[src/rtl/mem_port_arbiter_if.sv]
// Request/response bundle for the two-port memory arbiter: CPU port A,
// host/loader port B, the host lock and the last-owner indication.
interface mem_port_arbiter_if #(
  parameter int AW = 5,
  parameter int DW = 8
);
  // Port A (CPU core)
  logic          a_req;
  logic          a_we;
  logic [AW-1:0] a_addr;
  logic [DW-1:0] a_wdata;
  logic          a_gnt;
  logic          a_rvalid;
  logic [DW-1:0] a_rdata;

  // Port B (host / program loader)
  logic          b_req;
  logic          b_we;
  logic [AW-1:0] b_addr;
  logic [DW-1:0] b_wdata;
  logic          b_gnt;
  logic          b_rvalid;
  logic [DW-1:0] b_rdata;

  // Host exclusive lock and last-granted port
  logic          b_lock;
  logic          owner;

  // Arbiter side
  modport slave (
    input  a_req, a_we, a_addr, a_wdata,
    input  b_req, b_we, b_addr, b_wdata,
    input  b_lock,
    output a_gnt, a_rvalid, a_rdata,
    output b_gnt, b_rvalid, b_rdata,
    output owner
  );

  // Requester side
  modport master (
    output a_req, a_we, a_addr, a_wdata,
    output b_req, b_we, b_addr, b_wdata,
    output b_lock,
    input  a_gnt, a_rvalid, a_rdata,
    input  b_gnt, b_rvalid, b_rdata,
    input  owner
  );
endinterface

[src/rtl/mem_port_arbiter.sv]
// Round-robin arbiter sharing a single-port DEPTH x DW memory between the
// CPU (port A) and a host loader (port B). One access per clock; the host
// lock shuts port A out while a program image is written.
module mem_port_arbiter #(
  parameter int AW    = 5,
  parameter int DW    = 8,
  parameter int DEPTH = 32
) (
  input  logic                clk,
  input  logic                reset,   // asynchronous, active low
  mem_port_arbiter_if.slave   bus
);

  typedef enum logic {
    PORT_A = 1'b0,
    PORT_B = 1'b1
  } port_e;

  logic [DW-1:0] mem_q [DEPTH];

  port_e         owner_q, owner_d;
  logic          a_rvalid_q, b_rvalid_q;
  logic [DW-1:0] a_rdata_q, b_rdata_q;

  logic a_elig, b_elig;
  logic a_gnt, b_gnt;
  logic a_rd, b_rd;

  // The lock removes A from contention in the same cycle it is raised.
  assign a_elig = bus.a_req & ~bus.b_lock;
  assign b_elig = bus.b_req;

  // Grant selection and next owner; grants are forced low while in reset.
  always_comb begin
    // NOTE: every output gets a default first so no path leaves it unassigned
    // and no latch is inferred.
    a_gnt   = 1'b0;
    b_gnt   = 1'b0;
    owner_d = owner_q;
    if (reset) begin
      if (a_elig && b_elig) begin
        if (owner_q == PORT_A) b_gnt = 1'b1;
        else                   a_gnt = 1'b1;
      end else if (a_elig) begin
        a_gnt = 1'b1;
      end else if (b_elig) begin
        b_gnt = 1'b1;
      end
    end
    if (a_gnt) owner_d = PORT_A;
    if (b_gnt) owner_d = PORT_B;
  end

  assign a_rd = a_gnt & ~bus.a_we;
  assign b_rd = b_gnt & ~bus.b_we;

  // Owner, read-valid pulses and held read data.
  always_ff @(posedge clk or negedge reset) begin
    // NOTE: sequential state uses non-blocking assignment so every register
    // samples the pre-edge values regardless of statement order.
    if (!reset) begin
      owner_q    <= PORT_B;   // A wins the first tie after reset
      a_rvalid_q <= 1'b0;
      b_rvalid_q <= 1'b0;
      a_rdata_q  <= '0;
      b_rdata_q  <= '0;
    end else begin
      owner_q    <= owner_d;
      a_rvalid_q <= a_rd;
      b_rvalid_q <= b_rd;
      if (a_rd) a_rdata_q <= mem_q[bus.a_addr];
      if (b_rd) b_rdata_q <= mem_q[bus.b_addr];
    end
  end

  // Array write port; at most one port is granted so the writes never collide.
  always_ff @(posedge clk) begin
    // NOTE: the array has no reset so it maps onto plain RAM; a write caught
    // by reset is dropped because the grants are already forced low.
    if (a_gnt && bus.a_we) begin
      mem_q[bus.a_addr] <= bus.a_wdata;
    end else if (b_gnt && bus.b_we) begin
      mem_q[bus.b_addr] <= bus.b_wdata;
    end
  end

  assign bus.a_gnt    = a_gnt;
  assign bus.b_gnt    = b_gnt;
  assign bus.a_rvalid = a_rvalid_q;
  assign bus.b_rvalid = b_rvalid_q;
  assign bus.a_rdata  = a_rdata_q;
  assign bus.b_rdata  = b_rdata_q;
  assign bus.owner    = owner_q;

endmodule

[src/flat_wrapper.sv]
// flat-port wrapper written by rule: the top's interface ports become plain ports
module mem_port_arbiter_flat 
#(
  parameter int AW    = 5,
  parameter int DW    = 8,
  parameter int DEPTH = 32
)
  (clk, reset, bus_a_req, bus_a_we, bus_a_addr, bus_a_wdata, bus_b_req, bus_b_we, bus_b_addr, bus_b_wdata, bus_b_lock, bus_a_gnt, bus_a_rvalid, bus_a_rdata, bus_b_gnt, bus_b_rvalid, bus_b_rdata, bus_owner);
  mem_port_arbiter_if #(.AW(AW), .DW(DW)) bus_i ();
  input  logic clk;
  input  logic reset;
  input wire logic [$bits(bus_i.a_req)-1:0] bus_a_req;
  input wire logic [$bits(bus_i.a_we)-1:0] bus_a_we;
  input wire logic [$bits(bus_i.a_addr)-1:0] bus_a_addr;
  input wire logic [$bits(bus_i.a_wdata)-1:0] bus_a_wdata;
  input wire logic [$bits(bus_i.b_req)-1:0] bus_b_req;
  input wire logic [$bits(bus_i.b_we)-1:0] bus_b_we;
  input wire logic [$bits(bus_i.b_addr)-1:0] bus_b_addr;
  input wire logic [$bits(bus_i.b_wdata)-1:0] bus_b_wdata;
  input wire logic [$bits(bus_i.b_lock)-1:0] bus_b_lock;
  output wire logic [$bits(bus_i.a_gnt)-1:0] bus_a_gnt;
  output wire logic [$bits(bus_i.a_rvalid)-1:0] bus_a_rvalid;
  output wire logic [$bits(bus_i.a_rdata)-1:0] bus_a_rdata;
  output wire logic [$bits(bus_i.b_gnt)-1:0] bus_b_gnt;
  output wire logic [$bits(bus_i.b_rvalid)-1:0] bus_b_rvalid;
  output wire logic [$bits(bus_i.b_rdata)-1:0] bus_b_rdata;
  output wire logic [$bits(bus_i.owner)-1:0] bus_owner;
  assign bus_i.a_req = bus_a_req;
  assign bus_i.a_we = bus_a_we;
  assign bus_i.a_addr = bus_a_addr;
  assign bus_i.a_wdata = bus_a_wdata;
  assign bus_i.b_req = bus_b_req;
  assign bus_i.b_we = bus_b_we;
  assign bus_i.b_addr = bus_b_addr;
  assign bus_i.b_wdata = bus_b_wdata;
  assign bus_i.b_lock = bus_b_lock;
  assign bus_a_gnt = bus_i.a_gnt;
  assign bus_a_rvalid = bus_i.a_rvalid;
  assign bus_a_rdata = bus_i.a_rdata;
  assign bus_b_gnt = bus_i.b_gnt;
  assign bus_b_rvalid = bus_i.b_rvalid;
  assign bus_b_rdata = bus_i.b_rdata;
  assign bus_owner = bus_i.owner;
  mem_port_arbiter #(.AW(AW), .DW(DW), .DEPTH(DEPTH)) u_core (.clk(clk), .reset(reset), .bus(bus_i));
endmodule
[config.mk]
export PLATFORM = sky130hd
export DESIGN_NAME = mem_port_arbiter_flat
export DESIGN_NICKNAME = d
export VERILOG_FILES = /design/src/rtl/mem_port_arbiter_if.sv /design/src/rtl/mem_port_arbiter.sv /design/src/flat_wrapper.sv
export SDC_FILE = /design/constraint.sdc
export NUM_CORES = 1
export LEC_CHECK = 0
export ABC_CLOCK_PERIOD_IN_PS = 3200
export CORE_UTILIZATION = 25
export DETAILED_ROUTE_END_ITERATION = 16
export GPL_TIMING_DRIVEN = 0
export PLACE_DENSITY = 0.45
export SYNTH_ARGS = -nofsm -noshare
export SYNTH_HDL_FRONTEND = slang
export SYNTH_SLANG_ARGS = --single-unit
export TNS_END_PERCENT = 10
[constraint.sdc]
create_clock -name clk -period 3.2 [get_ports clk]
set_clock_uncertainty 0.05 [all_clocks]
set_input_delay 0.64 -clock clk [delete_from_list [all_inputs] [get_ports clk]]
set_output_delay 0.64 -clock clk [all_outputs]
set_load 0.02 [all_outputs]
=== Word level (Yosys, flattened, before mapping) ===
Memories as Yosys holds them, arrays and structs flattened. A register that Yosys moved wholly into a read port is not among the register bits.
Index checks and enable logic that the tools add are counted.

* Mux-type cells: 19
* Div/mod/pow operators: 0
* Bitwise logic cells: 6
* Equal/unequal tests: 0
* Order comparisons: 0
* Reduce and logical (&&, ||, !) cells: 7
* Shift-type cells: 0
* Add/subtract/negate cells: 0
* $mul: 0

{| class="wikitable"
|+ Operators with widths
! cell !! count
|-
| $mux W1 || 17
|-
| $mux W8 || 1
|-
| $reduce_or A8 Y1 || 1
|-
| $mux W5 || 1
|-
| $and A1 B1 Y1 || 3
|-
| $logic_and A1 B1 Y1 || 3
|-
| $not A1 Y1 || 3
|-
| $logic_not A1 Y1 || 2
|-
| $reduce_bool A2 Y1 || 1
|}

* Memories kept: 1
* Memory bits (writable): 256
* Logic and storage cells: 36
* Latch bits: 0
* Output and inout bits: 21
* Bits of input ports: 33
* Flip-flop bits (word level): 3
* ROM bits: 0

{| class="wikitable"
|+ Memories
! memory !! depth !! width !! read ports !! clocked after Yosys merged registers in !! wr ports !! RTL line !! RTL
|-
| u_core.mem_q || 32 || 8 || 2 || 2 || 1 || mem_port_arbiter.sv:19 || <nowiki>logic [DW-1:0] mem_q [DEPTH];</nowiki>
|}

=== Logic depth before layout (Yosys ltp) ===
* Word-level depth: 11
* Mapped depth: 9
* Depth with buffers taken out: 5

=== Worst setup path before layout ===
OpenSTA, ideal clock, no wires.

* Path kind: input-to-reg
* Start: input bus_b_addr[0]
* End: memory u_core.mem_q[25][0] (enable)
* Library setup time: 0.370 ns
* Arrival time: 2.115 ns
* Stages: 7
* Path buffers: 4
* Required time: 2.780 ns
* Setup slack: 0.665 ns
* Path through: buf_4 -> buf_6 -> buf_6 -> buf_6 -> inv_1 -> o32a_1 -> nor2_1

* Cells in the longest elaborated chain, start to end: 1

{| class="wikitable"
|+ RTL lines
! item !! RTL line !! RTL
|-
| from (decl) || flat_wrapper.sv:18 || <nowiki>input wire logic [$bits(bus_i.b_addr)-1:0] bus_b_addr;</nowiki>
|-
| $mux W5 (no line) || n/a ||
|-
| to (decl) || mem_port_arbiter.sv:19 ||
|}

Every way passes these cells.

=== Final worst setup path ===
* Start: input bus_b_addr[2]
* End: memory u_core.mem_q[15][4] (enable)

The elaborated chain is that of the path after synthesis.

==> impl_metrics.json <==
{
  "status": "finished, final reports clean",
  "grtUsageTotal": 0.176,
  "seq_area_mm2": 0.00816,
  "synth.yosys.seq_area_share": 0.617,
  "hpwl_um": 33100,
  "grt_pass1_wl_um": 66200,
  "multi_input_area_mm2": 0.00489,
  "cp_slowest_cell": "a31oi_1",
  "grt_max_degree": 33,
  "first_iter_violations": 860,
  "pin_count": 54,
  "synth-edff-count": 256,
  "async_flop_share": 0.0691,
  "layout_min_cycle_time_ns": 3.18,
  "critPathArrivalTime_ns": 3.46,
  "p_int_mw": 6.53,
  "power_density_mw_per_mm2": 551,
  "syn_nets": 890,
  "gr-total-overflow": 0,
  "fillers": 5093,
  "clk_pin_slew_ns": 0.06,
  "antenna_cells": 0,
  "required_ns": 3.49,
  "htreeDepth": 1,
  "whs_ns": 0.0890,
  "min_path_type": "in2async",
  "cp_max_fo": 10,
  "layout-drive-gt1-share": 0.207,
  "p_sw_frac": 0.255,
  "drv_cap": 0,
  "synthCells": 857,
  "tightest_slew_ns": 1.17,
  "p_leak_nw": 5.44,
  "cp_top_family": "buffers and inverters",
  "p_clk_frac": 0.408,
  "p_switching_mw": 2.24,
  "grt_antenna_before_repair": 0,
  "vdd_ir_drop_max_v": 0.000374,
  "drt-total-wl_um": 47800,
  "maxSlewViolCount": 0,
  "synthDistinctLibCells": 49,
  "port-buffer-count": 50,
  "die-area_mm2": 0.0538,
  "cts_root_buf": "clkbuf_16",
  "synthesis.area_mm2": 0.0132,
  "combPwrFrac": 0.124,
  "firstDrtPassIters": 5,
  "grt_pass1_vias": 8551,
  "hold_viol": 0,
  "clk_path_buf_depth": 3,
  "start_util": 0.255,
  "numCtsBuffers": 31,
  "fmax_ghz": 0.315,
  "critPathBufInv": 5,
  "cts_tree": "done",
  "p_seq_frac": 0.468,
  "critPathKind": "in2reg",
  "wl_per_cell_um": 29.1,
  "end_kind": "flip-flop",
  "gp_congestion": 0.967,
  "die_y_um": 232,
  "setup_viol": 0,
  "reg2reg_depth": 7,
  "syn2layout_area_growth_pct": 20.3,
  "ys_dominant_reg_cell": "edfxtp_1",
  "cts.sink_count": 275,
  "die_x_um": 232,
  "path_depth": 8,
  "fin_crit_sh": 0.993,
  "syn_avg_cell_area_um2": 15.4,
  "ant_nets": 0,
  "core_mm2": 0.0518,
  "via_per_inst": 5.21,
  "dp.cells": 1587,
  "nets": 976,
  "tns_ns": 0,
  "num_vias": 8584,
  "rows": 83,
  "synth_seq_cells": 275,
  "clk-insertion-delay-late_ns": 0.58,
  "start_kind": "primary input",
  "max_stage_delay_ns": 0.88,
  "slew_headroom": 0.213,
  "rsz0062_at_grt": "true",
  "synth_warnings": 0,
  "route.detailed.drc": 0,
  "final-instance-count-excl-fill": 1647,
  "crit_chain": "clkdlybuf4s50_1 > buf_2 > clkinv_2 > clkbuf_1 > nor4_1 > a31oi_1 > nor2_4 > buf_12"
}
[metrics by stage]
stage	setup slack, ns	cell area [µm²]	utilization	total power [mW]
2_1_floorplan	0.665	13200	-	4.71
3_3_place_gp	-1.72	14600	0.281	5.23
3_5_place_dp	-1.69	14600	0.281	5.23
4_1_cts	-0.324	15700	0.304	8.79
5_1_grt	-0.0938	15900	0.307	8.98
6_report	0.0237	15900	0.307	8.77
[registers in the layout, indices dropped and copies added (netlist names)]
register,cells
u_core.mem_q,256
u_core.bus.b_rdata,8
u_core.bus.b_rvalid,1
u_core.bus.owner,1
u_core.bus.a_rvalid,1
u_core.bus.a_rdata,8
[logic make-up after synthesis]
logic type / Yosys count / synth area share
flops: 275 / 0.617
mux: 225 / 0.214
compound gates: 156 / 0.0922
simple gates: 128 / 0.0442
buf+inv: 73 / 0.0318
[worst paths after layout]
| path | start | endpoint | slack (ns) |
|---|---|---|---|
| hold reg to reg | u_core.bus.a_rdata[6] | u_core.bus.a_rdata[6] | 0.46 |
| hold / removal | reset | u_core.bus.a_rdata[5] | 0.09 |
| max in group asynchronous | reset | u_core.bus.b_rdata[1] | 2.84 |
| min in group clk | reset | u_core.bus.owner | 0.45 |
| setup reg to reg | u_core.bus.owner | u_core.mem_q[8][4] | 0.23 |
| setup / recovery | bus_b_addr[2] | u_core.mem_q[15][4] | 0.02 |
[final cells by class]
| type | count | share of cell area |
|---|---|---|
| flip-flops and latches | 275 | 0.513 |
| multi-input cells | 509 | 0.307 |
| well taps | 680 | 0.0535 |
| clock buffers | 36 | 0.0499 |
| repair buffers | 53 | 0.0351 |
| plain buffers | 66 | 0.0259 |
| clock inverters | 21 | 0.0135 |
| inverters | 7 | 0.00173 |
[power by group through the flow]
| stage | Sequential, mW | Clock, mW | Combinational [mW] |
|---|---|---|---|
| global placement | 4.18 | 0 | 1.05 |
| finish | 4.10 | 3.58 | 1.09 |
| CTS | 4.10 | 3.62 | 1.07 |
| detailed placement | 4.18 | 0 | 1.05 |
| floorplan | 4.21 | 0 | 0.497 |
| global route | 4.11 | 3.74 | 1.14 |
[worst register-to-register path: stages (launching register included)]
cell and delay (ns):
dfstp_2 0.38, nand3b_1 0.13, and4_1 0.21, clkbuf_1 0.48, clkbuf_1 0.52, nor3_1 0.12
nor2_1 0.48, nor2_2 0.27
[synth_stat cells, drive strengths merged, types with 2 or more instances]
cell type / instances / area share
edfxtp: 256 / 0.58
mux2i: 172 / 0.13
mux4: 46 / 0.078
nor2: 46 / 0.013
buf: 44 / 0.024
a22oi: 42 / 0.024
nand2: 40 / 0.011
a221oi: 23 / 0.015
clkbuf: 22 / 0.0062
a21oi: 19 / 0.0072
dfrtp: 18 / 0.034
a22o: 17 / 0.011
nor3: 9 / 0.0034
nand2b: 8 / 0.0038
o211ai: 8 / 0.0045
o22ai: 8 / 0.0038
o41ai: 8 / 0.0076
mux2: 7 / 0.0060
a311oi: 6 / 0.0040
inv: 6 / 0.0017
nor2b: 6 / 0.0028
o211a: 6 / 0.0045
o21ai: 6 / 0.0023
a31oi: 4 / 0.0019
and2: 3 / 0.0014
nand3b: 3 / 0.0017
a32oi: 2 / 0.0013
a41oi: 2 / 0.0013
and3: 2 / 0.00095
nand3: 2 / 0.00076
nand4: 2 / 0.00095
nor4: 2 / 0.00095
o32a: 2 / 0.0015
[timing repair]
item                                    CTS  global route
endpoints found under the hold margin     0            18
buffers inserted                          0             2
pin swaps                                 0             2
endpoints found under the setup margin  526           417
resized for setup                        54            37
hold buffers                              0             1
[per-layer routing]
metal  vias to the layer above  GRT usage  routed length, µm
li1                       3669          -                  -
met1                      4494      0.247              21300
met2                       349      0.279              22100
met3                        72     0.0221               3010
met4                         0     0.0596               1430
met5                         -          0                  0
[placed cells by master (no fill, tap or decap), types with 5 or more instances in the layout]
cell type | netlist | final
buf_1 | 10 | 5
a21oi_1 | 19 | 19
clkbuf_1 | 22 | 23
clkbuf_16 | 0 | 31
mux2_2 | 7 | 7
clkbuf_2 | 0 | 8
nor2_1 | 46 | 13
inv_1 | 6 | 6
a221oi_1 | 23 | 23
o22ai_1 | 8 | 8
buf_6 | 9 | 9
o211ai_1 | 8 | 8
nand2_2 | 0 | 7
mux4_2 | 46 | 46
o21ai_0 | 6 | 6
a22oi_1 | 42 | 42
nor2b_1 | 6 | 6
nand2_1 | 40 | 32
clkdlybuf4s50_1 | 0 | 49
mux2i_1 | 172 | 172
buf_2 | 14 | 14
a311oi_1 | 6 | 6
clkinv_2 | 0 | 9
a22o_1 | 17 | 17
nand2b_1 | 8 | 8
nor2_2 | 0 | 14
nor2_4 | 0 | 19
buf_4 | 9 | 9
nor3_1 | 9 | 9
edfxtp_1 | 256 | 256
dfrtp_1 | 18 | 18
o211a_1 | 6 | 6
No activity file was read; power rests on OpenSTA's default activity.
